## src/rtl/pocket_input_pkg.sv

```systemverilog
// Shared pad bit map, ownership encoding and coin FSM states for the Pocket
// input arbiter.
package pocket_input_pkg;
  localparam int NUM_PADS = 2;
  localparam int PAD_W    = 16;
  localparam int BTN_W    = 8;

  localparam int PAD_U  = 0;
  localparam int PAD_D  = 1;
  localparam int PAD_L  = 2;
  localparam int PAD_R  = 3;
  localparam int PAD_A  = 4;
  localparam int PAD_B  = 5;
  localparam int PAD_X  = 6;
  localparam int PAD_Y  = 7;
  localparam int PAD_L1 = 8;
  localparam int PAD_R1 = 9;
  localparam int PAD_L2 = 10;
  localparam int PAD_R2 = 11;
  localparam int PAD_L3 = 12;
  localparam int PAD_R3 = 13;
  localparam int PAD_SE = 14;
  localparam int PAD_ST = 15;

  typedef enum logic [1:0] {
    OWN_FREE = 2'd0,
    OWN_PAD1 = 2'd1,
    OWN_PAD2 = 2'd2
  } owner_e;

  typedef enum logic [1:0] {
    CS_IDLE  = 2'd0,
    CS_PULSE = 2'd1,
    CS_LOCK  = 2'd2
  } coin_st_e;
endpackage

```

## src/rtl/pocket_coin_pulser.sv

```systemverilog
// One coin slot: a SELECT edge becomes a fixed-length pulse followed by a
// lockout window; edges seen outside IDLE are discarded.
module pocket_coin_pulser
  import pocket_input_pkg::*;
#(
  parameter logic [23:0] COIN_PULSE_CYC = 24'd4_000_000,
  parameter logic [23:0] LOCKOUT_CYC    = 24'd8_000_000
) (
  input  logic iCLK,
  input  logic iRESET_N,
  input  logic iEDGE,
  output logic oCOIN
);
  localparam int PW = $clog2(COIN_PULSE_CYC + 1);
  localparam int LW = $clog2(LOCKOUT_CYC + 1);
  localparam logic [PW-1:0] P_LAST = PW'(COIN_PULSE_CYC - 1);
  localparam logic [LW-1:0] L_LAST = LW'(LOCKOUT_CYC - 1);

  coin_st_e        st;
  logic [PW-1:0]   pcnt;
  logic [LW-1:0]   lcnt;

  always_ff @(posedge iCLK) begin
    if (!iRESET_N) begin
      st    <= CS_IDLE;
      pcnt  <= '0;
      lcnt  <= '0;
      oCOIN <= 1'b0;
    end else begin
      case (st)
        CS_IDLE: if (iEDGE) begin
          st    <= CS_PULSE;
          pcnt  <= '0;
          oCOIN <= 1'b1;
        end
        CS_PULSE: if (pcnt == P_LAST) begin
          st    <= CS_LOCK;
          lcnt  <= '0;
          oCOIN <= 1'b0;
        end else begin
          pcnt <= pcnt + 1'b1;
        end
        CS_LOCK: if (lcnt == L_LAST) st <= CS_IDLE;
                 else                lcnt <= lcnt + 1'b1;
        default: begin
          st    <= CS_IDLE;
          oCOIN <= 1'b0;
        end
      endcase
    end
  end
endmodule

```

## src/rtl/pocket_input_arbiter.sv

```systemverilog
// Maps two synchronised Pocket pad words onto arcade player controls, with
// optional shared ownership of the player-1 slot and timed coin pulses.
module pocket_input_arbiter
  import pocket_input_pkg::*;
#(
  parameter logic [23:0] COIN_PULSE_CYC   = 24'd4_000_000,
  parameter logic [23:0] LOCKOUT_CYC      = 24'd8_000_000,
  parameter logic [27:0] IDLE_TIMEOUT_CYC = 28'd200_000_000
) (
  input  logic        iCLK,
  input  logic        iRESET_N,
  input  logic [15:0] iJOY1,
  input  logic [15:0] iJOY2,
  input  logic        iSHARE,
  output logic [7:0]  oP1,
  output logic [7:0]  oP2,
  output logic [1:0]  oCOIN,
  output logic [1:0]  oSTART,
  output logic [1:0]  oOWNER
);
  localparam int IW = $clog2(IDLE_TIMEOUT_CYC + 1);
  localparam logic [IW-1:0] IDLE_LAST = IW'(IDLE_TIMEOUT_CYC - 1);

  logic [NUM_PADS-1:0][PAD_W-1:0] pad;
  logic [NUM_PADS-1:0][BTN_W-1:0] p_nxt;
  logic [NUM_PADS-1:0]            se_prev, se_rise, pad_act, st_nxt, coin_edge;
  owner_e                         owner_q, owner_nxt;
  logic [IW-1:0]                  idle_cnt, idle_nxt;
  logic                           share_q, route_en, swap, src;

  assign pad[0] = iJOY1;
  assign pad[1] = iJOY2;

  always_comb begin
    for (int i = 0; i < NUM_PADS; i++) begin
      pad_act[i] = |pad[i];
      se_rise[i] = pad[i][PAD_SE] & ~se_prev[i];
    end
  end

  always_comb begin
    owner_nxt = owner_q;
    idle_nxt  = idle_cnt;
    if (!iSHARE || (iSHARE != share_q)) begin
      owner_nxt = OWN_FREE;
      idle_nxt  = '0;
    end else begin
      case (owner_q)
        OWN_FREE: begin
          idle_nxt = '0;
          if      (pad_act[0]) owner_nxt = OWN_PAD1;
          else if (pad_act[1]) owner_nxt = OWN_PAD2;
        end
        OWN_PAD1, OWN_PAD2: begin
          if (pad_act[owner_q == OWN_PAD2]) begin
            idle_nxt = '0;
          end else if (idle_cnt == IDLE_LAST) begin
            owner_nxt = OWN_FREE;
            idle_nxt  = '0;
          end else begin
            idle_nxt = idle_cnt + 1'b1;
          end
        end
        default: begin
          owner_nxt = OWN_FREE;
          idle_nxt  = '0;
        end
      endcase
    end
  end

  // Routing follows the next-state owner so a claiming press lands on player 1
  // in the same registered cycle.
  always_comb begin
    route_en = !iSHARE || (owner_nxt != OWN_FREE);
    swap     = iSHARE && (owner_nxt == OWN_PAD2);
    src      = 1'b0;
    for (int i = 0; i < NUM_PADS; i++) begin
      src          = i[0] ^ swap;
      p_nxt[i]     = route_en ? pad[src][BTN_W-1:0] : '0;
      st_nxt[i]    = route_en & pad[src][PAD_ST];
      coin_edge[i] = route_en & se_rise[src];
    end
  end

  always_ff @(posedge iCLK) begin
    if (!iRESET_N) begin
      owner_q  <= OWN_FREE;
      idle_cnt <= '0;
      share_q  <= iSHARE;
      se_prev  <= '1;
      oP1      <= '0;
      oP2      <= '0;
      oSTART   <= '0;
    end else begin
      owner_q  <= owner_nxt;
      idle_cnt <= idle_nxt;
      share_q  <= iSHARE;
      se_prev  <= {pad[1][PAD_SE], pad[0][PAD_SE]};
      oP1      <= p_nxt[0];
      oP2      <= p_nxt[1];
      oSTART   <= st_nxt;
    end
  end

  assign oOWNER = owner_q;

  for (genvar g = 0; g < NUM_PADS; g++) begin : g_coin
    pocket_coin_pulser #(
      .COIN_PULSE_CYC(COIN_PULSE_CYC),
      .LOCKOUT_CYC   (LOCKOUT_CYC)
    ) u_coin (
      .iCLK    (iCLK),
      .iRESET_N(iRESET_N),
      .iEDGE   (coin_edge[g]),
      .oCOIN   (oCOIN[g])
    );
  end
endmodule

```

## config.mk

```make
export PLATFORM = sky130hd
export DESIGN_NAME = pocket_input_arbiter
export DESIGN_NICKNAME = d
export VERILOG_FILES = /design/src/rtl/pocket_input_pkg.sv /design/src/rtl/pocket_coin_pulser.sv /design/src/rtl/pocket_input_arbiter.sv
export SDC_FILE = /design/constraint.sdc
export NUM_CORES = 1
export LEC_CHECK = 0
export CAP_MARGIN = 20
export CORE_MARGIN = 4
export CORE_UTILIZATION = 50
export CTS_CLUSTER_DIAMETER = 120
export DETAILED_ROUTE_END_ITERATION = 6
export PLACE_DENSITY = 0.72
export SETUP_SLACK_MARGIN = 0.02
export SYNTH_ARGS = -nofsm -noshare
export SYNTH_HDL_FRONTEND = slang
export SYNTH_HIERARCHICAL = 1
export SYNTH_SLANG_ARGS = --single-unit
```

## constraint.sdc

```tcl
create_clock -name iCLK -period 9.48 [get_ports iCLK]
set_clock_uncertainty 0.15 [all_clocks]
set_input_delay 2.844 -clock iCLK [delete_from_list [all_inputs] [get_ports iCLK]]
set_output_delay 2.844 -clock iCLK [all_outputs]
set_load 0.01 [all_outputs]
```

Word-level counts from Yosys, hierarchy flattened
Cells that the tools add are included.

Flip-flop bits (word level): 147. Logic and storage cells: 126. Bits of input ports: 35. Output and inout bits: 22.

Magnitude comparators: 3. Equality and inequality tests: 23. Mux-type cells: 42. Reductions and logical operators: 25. Add/subtract/negate cells: 5. Bitwise logic cells: 13.

Operators by type and width (number): two-way mux 23 bit (4); one-hot mux 23 bit (2 select lines) (2); two-way mux 22 bit (4); one-hot mux 22 bit (2 select lines) (2); two-way mux 16 bit (4); adder 23 x 1 -> 23 bit, second input constant (2); == test 23 bit, second input constant (2); adder 22 x 1 -> 22 bit, second input constant (2); == test 22 bit, second input constant (2); OR reduction 16 bit (2); adder 28 x 1 -> 28 bit, second input constant (1); == test 28 bit, second input constant (1); AND reduction 3 bit (8); two-way mux 2 bit (11); != test 2 x 1 -> 1 bit, second input constant (6); one-hot mux 2 bit (3 select lines) (2); two-way mux 1 bit (10); nonzero test 2 bit (5); == test 2 bit, second input constant (4); != test 2 bit, second input constant (4); inverter 1 bit (7); AND 1 bit (6); == test 2 x 1 -> 1 bit, second input constant (3); logical NOT 2 bit (3); other kinds (10) (14).

Depth between registers and ports, before layout
Gate-level depths: netlist of run 1.

Depth after elaboration: 14. Mapped depth: 15. Depth with buffers taken out: 13.

By module
The synthesis of run 1 kept the hierarchy.

By module, submodules not included: pocket_coin_pulser (sequential area each 960.9 µm², area an instance 2597.5 µm², instances 2, cells an instance 318); pocket_input_arbiter (sequential area each 1021.0 µm², area an instance 2228.4 µm², instances 1, cells an instance 242).

Worst setup path before layout of run 1
OpenSTA, ideal clock, no wires.

Kind: input to register. From: in iJOY1[3]. To: reg g_coin[1].u_coin.pcnt[20]. Library setup time: 0.072 ns. Path slack: 3.692 ns. Arrival time: 5.567 ns. Buffers on the path: 1. Required time: 9.258 ns. Cell stages on the path: 13. Cells stage by stage: nor4_1 and4_1 nand2_1 o21a_1 a211o_1 and3b_1 buf_6 mux2i_1 nor2_1 or2_2 a31o_2 or4_1 a21oi_1.

Cells in the longest elaborated chain, start to end: 13. Elaborated cells on any way between the ends: 16. Classes of those cells: eq/ne (2); mux (8); bitwise (1); reduce/logical (5).

RTL lines: from (decl) (RTL line pocket_input_arbiter.sv:12) `input logic [15:0] iJOY1,`; OR reduction 16 bit (*) (RTL line pocket_input_arbiter.sv:36) `pad_act[i] = |pad[i];`; two-way mux 1 bit (not written as such) (2 in series) (RTL line pocket_input_arbiter.sv:55) `if (pad_act[owner_q == OWN_PAD2]) begin`; two-way mux 2 bit (RTL line pocket_input_arbiter.sv:55); one-hot mux 2 bit (2 select lines) (*) (RTL line pocket_input_arbiter.sv:48) `case (owner_q)`; two-way mux 2 bit (*) (RTL line pocket_input_arbiter.sv:44) `if (!iSHARE || (iSHARE != share_q)) begin`; == test 2 bit (RTL line pocket_input_arbiter.sv:76) `swap = iSHARE && (owner_nxt == OWN_PAD2);`; logical AND 1 bit (RTL line pocket_input_arbiter.sv:76); two-way mux 1 bit (not written as such) (2 in series) (RTL line pocket_input_arbiter.sv:82) `coin_edge[i] = route_en & se_rise[src];`; AND 1 bit (*) (RTL line pocket_input_arbiter.sv:82); named net coin_edge[1] (RTL line pocket_input_arbiter.sv:26) `logic [NUM_PADS-1:0] se_prev, se_rise, pad_act, st_nxt, coin_edge;`; != test 2 x 1 -> 1 bit (no source line) (*); AND reduction 3 bit (no source line) (*); to (signal assigned) (RTL line pocket_coin_pulser.sv:41) `pcnt <= pcnt + 1'b1;`; to (decl) (RTL line pocket_coin_pulser.sv:20) `logic [PW-1:0] pcnt;`.

Mark *: on every way through the listed nets, which the timed path passes. The rest lies on a longest branch. The select of a mux whose other input is x is not followed. A chain may end at the register's enable or synchronous reset.

Final worst setup path of run 1
From: in iJOY1[0]. To: reg g_coin[0].u_coin.pcnt[4].

Cells in the longest elaborated chain, start to end: 13. Elaborated cells on any way between the ends: 16. Classes of those cells: eq/ne (2); mux (8); bitwise (1); reduce/logical (5).

RTL lines (RTL line): OR reduction 16 bit (*) (pocket_input_arbiter.sv:36); two-way mux 1 bit (not written as such) (2 in series) (pocket_input_arbiter.sv:55); two-way mux 2 bit (pocket_input_arbiter.sv:55); one-hot mux 2 bit (2 select lines) (*) (pocket_input_arbiter.sv:48); two-way mux 2 bit (*) (pocket_input_arbiter.sv:44); == test 2 bit (pocket_input_arbiter.sv:76); logical AND 1 bit (pocket_input_arbiter.sv:76); two-way mux 1 bit (not written as such) (2 in series) (pocket_input_arbiter.sv:82); AND 1 bit (*) (pocket_input_arbiter.sv:82); named net coin_edge[0] (pocket_input_arbiter.sv:26); != test 2 x 1 -> 1 bit (no source line) (*); AND reduction 3 bit (no source line) (*); to (signal assigned) (pocket_coin_pulser.sv:41); to (decl) (pocket_coin_pulser.sv:20).

Marks and branches as above.

==> results of run 1 <==
[layer usage]
layer / vias up / global-route usage [%]
met3: 18 / 4.54
met1: 3099 / 27.1
met4: 0 / 6.17
met5: - / 0
li1: 3329 / -
met2: 111 / 34.4
[cells in the mapped netlist, types with 8 or more instances]
cell	n
mux2i_1	23
nor2b_1	12
nor3_1	21
clkbuf_1	18
ha_1	8
nor3b_1	8
a21o_1	21
nand3_1	48
o31ai_1	18
or3_1	12
and3_1	25
and2_1	12
inv_1	8
o21ai_0	38
nor2_1	56
xor2_1	20
buf_6	8
nand2b_1	13
and4_1	19
a21oi_1	61
buf_2	10
nand2_1	98
nand4_1	35
nor4_1	12
xnor2_1	10
dfxtp_1	147
a31oi_1	18
[final timing paths]
| check | from | endpoint | slack (ns) | cells after the start |
|---|---|---|---|---|
| max reg2reg | idle_cnt[0]$_SDFF_PP0_ | g_coin[0].u_coin/pcnt[4]$_SDFFE_PN0P_ | 5.24 | 13 |
| min | idle_cnt[0]$_SDFF_PP0_ | idle_cnt[0]$_SDFF_PP0_ | 0.32 | 1 |
| max | iJOY1[0] | g_coin[0].u_coin/pcnt[4]$_SDFFE_PN0P_ | 2.90 | 13 |
| min reg2reg | idle_cnt[0]$_SDFF_PP0_ | idle_cnt[0]$_SDFF_PP0_ | 0.32 | 1 |
[cells by family after synthesis]
family,Yosys count,share of synthesized area [%]
flip-flops,147,39.6
AO/OA/AOI/OAI,210,18.2
buffers and inverters,50,3.64
multiplexers,25,3.40
AND/OR/NAND/NOR,408,30.2
XOR/XNOR,30,3.54
adder cells (fa/ha/maj),8,1.35
[through the flow]
| stage | worst slack (ns) | instances | util (%) |
|---|---|---|---|
| 2_1_floorplan | 3.69 | 878 | - |
| 3_3_place_gp | 2.58 | 1077 | 54.9 |
| 3_5_place_dp | 2.43 | 1077 | 54.9 |
| 4_1_cts | 2.86 | 1109 | 58.8 |
| 5_1_grt | 2.54 | 1110 | 58.9 |
| 6_report | 2.90 | 1110 | 58.9 |
[layout make-up]
class                      count  area (µm²)  area share, %
timing repair buffer          58         576           6.73
multi-input combinational    681        4210           49.2
inverter                       8        30.0          0.351
tap                          184         230           2.69
sequential                   147        2940           34.4
clock inverter                13         135           1.58
clock buffer                  19         433           5.06
[state kept, by name, indices dropped and copies added, names as in the netlist]
| signal | flops |
|---|---|
| g_coin.u_coin/lcnt | 46 |
| g_coin.u_coin/oCOIN | 2 |
| g_coin.u_coin/pcnt | 44 |
| g_coin.u_coin/st | 4 |
| idle_cnt | 28 |
| oOWNER | 2 |
| oP1 | 8 |
| oP2 | 8 |
| oSTART | 2 |
| se_prev | 2 |
| share_q | 1 |
[power groups by stage]
stage | clock network [µW] | logic, µW | registers (µW)
finish | 647 | 69.9 | 629
global route | 689 | 76.2 | 629
CTS | 662 | 70.2 | 629
detailed placement | 0 | 69.7 | 643
global placement | 0 | 69.4 | 642
floorplan | 0 | 32.5 | 644
[cells in the final DEF (no fill, tap or decap), drive strengths merged, types with 18 or more instances in the layout]
cell type	n
dfxtp	147
nand2	100
a21oi	61
nor2	57
clkdlybuf4s50	56
nand3	48
o21ai	45
nand4	35
and3	27
mux2i	23
nor3	21
a21o	21
and4	21
xor2	20
a31oi	19
clkbuf	19
o31ai	18
==> metrics.yaml, run 1 <==
status:
  status: "completed"
layout:
  syn_to_final_growth_pct: 15.3
  nNetsFinal: 956
  final_area_mm2: 0.00856
  num_antenna_cells: 0
  drive_gt1_share_pct: 6.26
  n_fill_cell: 1328
detailed_routing:
  met1_length_mm: 8.05
  maxUsedRoutingLayer: "met4"
  vias: 6557
  wl_mm: 16.7
  drcViolationCount: 0
  drt_iter0_drc: 547
  ant_nets: 0
  dr.pass1.iters: 5
  vias_per_cell: 5.91
  wire_per_inst_um: 15.1
  met3RoutedLength_um: 549
  met2_length_mm: 7.98
synth:
  yosys_warnings: 6
  synth-async-reset-ratio_pct: 0
  synth_ff_type: "dfxtp_1"
  netlist_instances: 878
  ys_ff_latch: 147
  syn_area_per_cell_um2: 8.45
  synth-edff-count: 0
  synth_area_leaders: "dfxtp_1 (40%), nand2_1 (5.0%), a21oi_1 (4.1%)"
  ys_seq_area_share_pct: 39.6
  synth_cell_types: 63
  synth.largest_area_cell: "dfxtp_1"
  synth_nets: 921
  syn_area_mm2: 0.00742
  synth_top_area_share_pct: 39.6
clock_tree:
  cts.sinks: 147
  cts_tree: "built"
  cts_buffers: 17
  htree_levels: 4
  cts-root-buf: "clkbuf_16"
  clk_latency_ns: 0.43
  clockBufferDepth: 2
  holdBufCountCts: 0
  postCtsSetupBuffers: 0
  clk_pin_slew_ns: 0.06
  ctsResizeCount: 0
timing:
  fin_setup_tns_ns: 0
  finalSetupViolations: 0
  fin_crit_ns: 6.58
  max_freq_ghz: 0.152
  hold_slack_ns: 0.318
  fin_crit_sh_pct: 69.4
  tightest_slew_ns: 1.06
  slew_headroom_pct: 28.9
  hold_viol: 0
  rsz0062_at_grt: "no"
  final_max_slew_viol_count: 0
power:
  p_leak_uw: 0.00307
  switching_share_pct: 22.4
  switchingPower_uw: 302
  pwr-share-comb_pct: 5.2
  ir_drop_uv: 131
  seqPwrFrac_pct: 46.7
  internal-power_uw: 1040
  p_clk_share_pct: 48.1
  power_density_mw_per_mm2: 157
  p_total_uw: 1350
worst_setup_path:
  max_stage_delay_ns: 0.65
  path_buf_inv: 1
  cp_slowest_cell: "a31oi_1"
  cp-end-kind: "register"
  crit_family: "simple AND/OR/NAND/NOR gates"
  path_cells: "clkdlybuf4s50_1, nor4_1, and4_1, nand2_1, o21a_1, a211o_1, nand3b_1, mux2i_1, nor2_1, or2_2, a31oi_1, a41oi_1, a21oi_1"
  cp.arrival_ns: 6.78
  crit_type: "in2reg"
  critical_path_required_ns: 9.68
  crit_fanout: 10
  cp-start-kind: "primary input"
floorplan:
  core_mm2: 0.0145
  row_count: 44
  dieArea_mm2: 0.0169
  ioPinCount: 57
  start_util_pct: 51.1
  die_width_um: 130
  die_y_um: 130
worst_hold_path:
  hp-class: "reg2reg"
placement:
  gp_congestion: 0.847
  dp_hpwl_mm: 11.5
  port_buffers: 56
  placed_area_mm2: 0.00798
global_routing:
  first_global_vias: 6185
  grt_pass1_wl_mm: 28.7
  track_usage_pct: 20.7
  grt-ovfl-total: 0
  grt_max_degree: 42
  antenna_found_initial: 0
job:
  drv_cap: 0
Power figures use the tool's default switching activity.
==> inputs of run 2 (changes only) <==
Settings changed: PLACE_DENSITY 0.72 to 0.75.
Clock period 9.48 ns to 5.7 ns, I/O delays scaled along.
==> run 2 against run 1 <==
Against the previous run: largest cell class unchanged; sequential cell count stayed put; setup slack worse by 2.2 ns; routed wire length is 2.6% lower; largest power group unchanged; first-iteration DRC count is 12% lower; clock-buffer cell count is 1 higher; hold slack worse by 0.0082 ns; cell count is 0.63% higher.
==> metrics.yaml, run 2 (synthesis gave the netlist of run 1 again) <==
status:
  status: "completed"
placement:
  dp_hpwl_mm: 11.2
  pre_cts_slack_ns: 0.302
  gp_congestion: 0.861
  port_buffers: 56
global_routing:
  grt_max_degree: 29
  antenna_found_initial: 0
  first_global_vias: 6053
  grt_pass1_wl_mm: 28.4
  track_usage_pct: 20.3
  grt-ovfl-total: 0
power:
  internal-power_uw: 1890
  p_total_uw: 2390
  p_leak_uw: 0.00316
  seqPwrFrac_pct: 43.8
  power_density_mw_per_mm2: 275
  pwr-share-comb_pct: 5.0
  ir_drop_uv: 221
  switching_share_pct: 21.0
  switchingPower_uw: 501
  p_clk_share_pct: 51.2
clock_tree:
  holdBufCountCts: 0
  htree_levels: 4
  clockBufferDepth: 2
  cts_tree: "built"
  cts-root-buf: "clkbuf_16"
  cts_buffers: 17
  ctsResizeCount: 0
  clk_latency_ns: 0.42
  cts.sinks: 147
  postCtsSetupBuffers: 0
  clk_pin_slew_ns: 0.06
floorplan:
  ioPinCount: 57
  core_mm2: 0.0145
  start_util_pct: 51.1
  die_y_um: 130
  dieArea_mm2: 0.0169
  row_count: 44
  die_width_um: 130
layout:
  drive_gt1_share_pct: 6.97
  regMostFlops: "g_coin.u_coin/lcnt"
  num_antenna_cells: 0
  final_common_cell: "dfxtp_1"
  nNetsFinal: 963
  n_fill_cell: 1263
  largest_reg_flops: 46
  reg_top3: "g_coin.u_coin/lcnt x46, g_coin.u_coin/pcnt x44, idle_cnt x28"
  syn_to_final_growth_pct: 17.1
  final_cell_mix: "dfxtp_1 (147), nand2_1 (98), a21oi_1 (61)"
worst_setup_path:
  cp-start-kind: "primary input"
  cp-end-kind: "register"
  critical_path_required_ns: 5.90
  crit_type: "in2reg"
  crit_start: "iJOY1[0]"
  r2r_cells: 13
  path_buf_inv: 1
  crit_fanout: 18
  cp_slowest_cell: "or4_1"
  path_cells: "clkdlybuf4s50_1, nor4_1, and4_1, nand2_1, o21a_1, a211o_1, nand3b_1, mux2i_1, nor2_1, or2_2, a31o_2, or4_1, a21oi_1"
  max_stage_delay_ns: 0.49
  r2r_slack_ns: 2.00
  cp.arrival_ns: 5.18
  crit_family: "simple AND/OR/NAND/NOR gates"
  worstReg2RegEnd: "g_coin[0].u_coin/pcnt[7]$_SDFFE_PN0P_"
  reg2reg_from: "idle_cnt[0]$_SDFF_PP0_"
timing:
  fin_crit_sh_pct: 87.4
  hold_viol: 0
  finalSetupViolations: 0
  fin_ws_ns: 0.720
  fin_crit_ns: 4.98
  final_max_slew_viol_count: 0
  slew_headroom_pct: 24.0
  rsz0062_at_grt: "no"
  tightest_slew_ns: 1.13
  fin_setup_tns_ns: 0
  max_freq_ghz: 0.201
worst_hold_path:
  holdPathStages: 1
  hp-class: "reg2reg"
  hold-path-endpoint: "idle_cnt[0]$_SDFF_PP0_"
  hold_path.startpoint: "idle_cnt[0]$_SDFF_PP0_"
detailed_routing:
  wire_per_inst_um: 14.6
  ant_nets: 0
  dr.pass1.iters: 5
  drcViolationCount: 0
  vias_per_cell: 5.86
  wl_mm: 16.3
  drt_iter0_drc: 482
  vias: 6544
job:
  drv_cap: 0
run 2: final cells by class:
class / instances / area, µm² / share of cell area, %
multi-input combinational: 681 / 4210 / 48.4
sequential: 147 / 2940 / 33.9
timing repair buffer: 65 / 628 / 7.23
clock buffer: 20 / 447 / 5.14
tap: 184 / 230 / 2.65
clock inverter: 12 / 203 / 2.33
inverter: 8 / 30.0 / 0.346
run 2: per-stage QoR:
stage	util (%)	area [µm²]	cells	hold slack (ns)
3_3_place_gp	55.3	8030	1084	0.289
4_1_cts	59.7	8680	1116	0.315
5_1_grt	59.8	8690	1117	0.329
2_1_floorplan	-	7420	878	0.274
6_report	59.8	8690	1117	0.310
3_5_place_dp	55.3	8030	1084	0.301
run 2: power groups by stage:
stage               registers (µW)  clock network, µW  logic, µW
global placement              1070                  0        116
finish                        1050               1220        118
CTS                           1050               1250        119
detailed placement            1070                  0        117
floorplan                     1070                  0       54.0
global route                  1050               1300        129
run 2: worst max path at each step:
stage | endpoint | slack (ns) | cells past startpoint
2_1_floorplan | g_coin[1].u_coin/pcnt[20]$_SDFFE_PN0P_ | 1.05 | 13
5_1_grt | g_coin[1].u_coin/pcnt[20]$_SDFFE_PN0P_ | 0.44 | 13
3_5_place_dp | g_coin[1].u_coin/pcnt[20]$_SDFFE_PN0P_ | 0.30 | 13
4_1_cts | g_coin[1].u_coin/pcnt[20]$_SDFFE_PN0P_ | 0.74 | 13
3_3_place_gp | g_coin[1].u_coin/pcnt[7]$_SDFFE_PN0P_ | 0.37 | 13
6_report | g_coin[0].u_coin/pcnt[7]$_SDFFE_PN0P_ | 0.72 | 13
run 2: per-layer routing:
metal | vias up | track usage [%] | part of all wire [%]
met1 | 3072 | 26.7 | 48
met5 | - | 0 | 0
li1 | 3336 | - | -
met2 | 122 | 33.0 | 47
met3 | 14 | 5.20 | 3.6
met4 | 0 | 6.17 | 1.1
==> inputs of run 3 (changes only) <==
Settings changed: DONT_BUFFER_PORTS from default to 1, PLACE_DENSITY 0.75 to 0.7.
==> run 3 against run 2 <==
Against the previous run: first-iteration DRC count decreased by 20%; sequential cell count unchanged; clock power decreased by 7%; fmax increased by 10%; final area decreased by 7.2%; non-clock buffer count decreased by 60; cell count decreased by 5.4%; utilization decreased by 4.3 points; routed wire length decreased by 2.8%; sequential power about the same; critical endpoint unchanged; highest routed layer unchanged.
==> metrics.yaml, run 3 (synthesis gave the netlist of run 1 again) <==
layout:
  final_common_cell: "dfxtp_1"
  syn_to_final_growth_pct: 8.63
  nNetsFinal: 903
  num_antenna_cells: 0
  regMostFlops: "g_coin.u_coin/lcnt"
  final_cell_mix: "dfxtp_1 (147), nand2_1 (98), a21oi_1 (61)"
  reg_top3: "g_coin.u_coin/lcnt x46, g_coin.u_coin/pcnt x44, idle_cnt x28"
  stdcell_count: 1057
  drive_gt1_share_pct: 6.99
  largest_reg_flops: 46
placement:
  dp_hpwl_mm: 10.9
  port_buffers: 0
  gp_congestion: 0.848
  post-place-cells: 1024
  pre_cts_slack_ns: 0.776
worst_setup_path:
  path_buf_inv: 0
  crit_type: "in2reg"
  cp-start-kind: "primary input"
  crit_family: "simple AND/OR/NAND/NOR gates"
  cp_slowest_cell: "or4_1"
  cp-end-kind: "register"
  path_cells: "nor4_1, and4_1, mux2i_1, o21ai_1, a211o_1, nand3b_1, mux2i_1, nor2_1, or2_2, a31o_2, or4_1, a21oi_1"
  crit_top_cell: "mux2i_1"
  crit_fanout: 18
  max_stage_delay_ns: 0.49
  cp.arrival_ns: 4.71
  critical_path_required_ns: 5.89
job:
  drv_cap: 0
floorplan:
  row_count: 44
  start_util_pct: 51.1
  die_y_um: 130
  die_width_um: 130
  core_mm2: 0.0145
  dieArea_mm2: 0.0169
  ioPinCount: 57
global_routing:
  grt-ovfl-total: 0
  first_global_vias: 5794
  grt_pass1_wl_mm: 27.2
  track_usage_pct: 19.5
  grt_max_degree: 42
  antenna_found_initial: 0
clock_tree:
  htree_levels: 4
  ctsResizeCount: 0
  holdBufCountCts: 0
  postCtsSetupBuffers: 0
  cts.sinks: 147
  clk_latency_ns: 0.42
  cts_buffers: 17
  cts-root-buf: "clkbuf_16"
  clk_pin_slew_ns: 0.06
  cts_tree: "built"
  clockBufferDepth: 2
timing:
  hold_slack_ns: 0.307
  fin_ws_ns: 1.18
  max_freq_ghz: 0.221
  hold_viol: 0
  final_max_slew_viol_count: 0
  slew_headroom_pct: 30.7
  rsz0062_at_grt: "no"
  fin_crit_ns: 4.52
  fin_crit_sh_pct: 79.2
  finalSetupViolations: 0
  fin_setup_tns_ns: 0
  tightest_slew_ns: 1.03
detailed_routing:
  ant_nets: 0
  drt_iter0_drc: 387
  vias: 6312
  wl_mm: 15.8
  drcViolationCount: 0
  vias_per_cell: 5.97
  wire_per_inst_um: 15.0
  dr.pass1.iters: 5
power:
  power_density_mw_per_mm2: 280
  p_leak_uw: 0.00290
  p_total_uw: 2260
  ir_drop_uv: 206
worst_hold_path:
  hp-class: "reg2reg"
status:
  status: "completed"
-- run 3: area by class of cell --
class | instances | area, µm²
clock buffers | 21 | 460
clock inverters | 11 | 153
fillers | 1360 | 6470
inverters | 8 | 30.0
multi-input cells | 681 | 4210
flip-flops and latches | 147 | 2940
well taps | 184 | 230
repair buffers | 5 | 37.5
-- run 3: worst paths after layout --
kind / from / to / slack (ns) / cells after the start
setup reg to reg: idle_cnt[0]$_SDFF_PP0_ / g_coin[0].u_coin/pcnt[7]$_SDFFE_PN0P_ / 1.97 / 13
hold / removal: g_coin[0].u_coin/lcnt[8]$_SDFFE_PN0P_ / g_coin[0].u_coin/lcnt[8]$_SDFFE_PN0P_ / 0.31 / 1
setup / recovery: iJOY2[0] / g_coin[0].u_coin/pcnt[7]$_SDFFE_PN0P_ / 1.18 / 12
hold reg to reg: g_coin[0].u_coin/lcnt[8]$_SDFFE_PN0P_ / g_coin[0].u_coin/lcnt[8]$_SDFFE_PN0P_ / 0.31 / 1
-- run 3: worst reg2reg max path: cells and delay by family (launching register included) --
| kind | cells | cell delay [ns] |
|---|---|---|
| and+or+nand+nor | 7 | 1.72 |
| AOI/OAI and AO/OA | 4 | 0.88 |
| DFF | 1 | 0.37 |
| muxes | 1 | 0.32 |
| adders and majority gates | 1 | 0.20 |
-- run 3: report_power, final --
| part | switching [µW] | total, µW | internal [µW] |
|---|---|---|---|
| clock | 430 | 1140 | 714 |
| combinational | 42.2 | 63.5 | 21.3 |
| sequential | 12.7 | 1050 | 1040 |
| total | 484 | 2260 | 1770 |
-- run 3: layer usage --
metal  vias to the layer above  wire (µm)  global-route usage, %
li1                       3226          -                      -
met1                      2986       7650                   25.8
met2                        89       7570                   31.8
met3                        11        445                   4.58
met4                         0        178                   5.99
met5                         -          0                      0
-- run 3: through the flow --
step                      util (%)  cell area [µm²]
after global routing          55.5             8060
after CTS                     55.4             8060
after global placement        51.2             7440
after detailed placement      51.2             7440
final                         55.5             8060
after floorplan                  -             7420
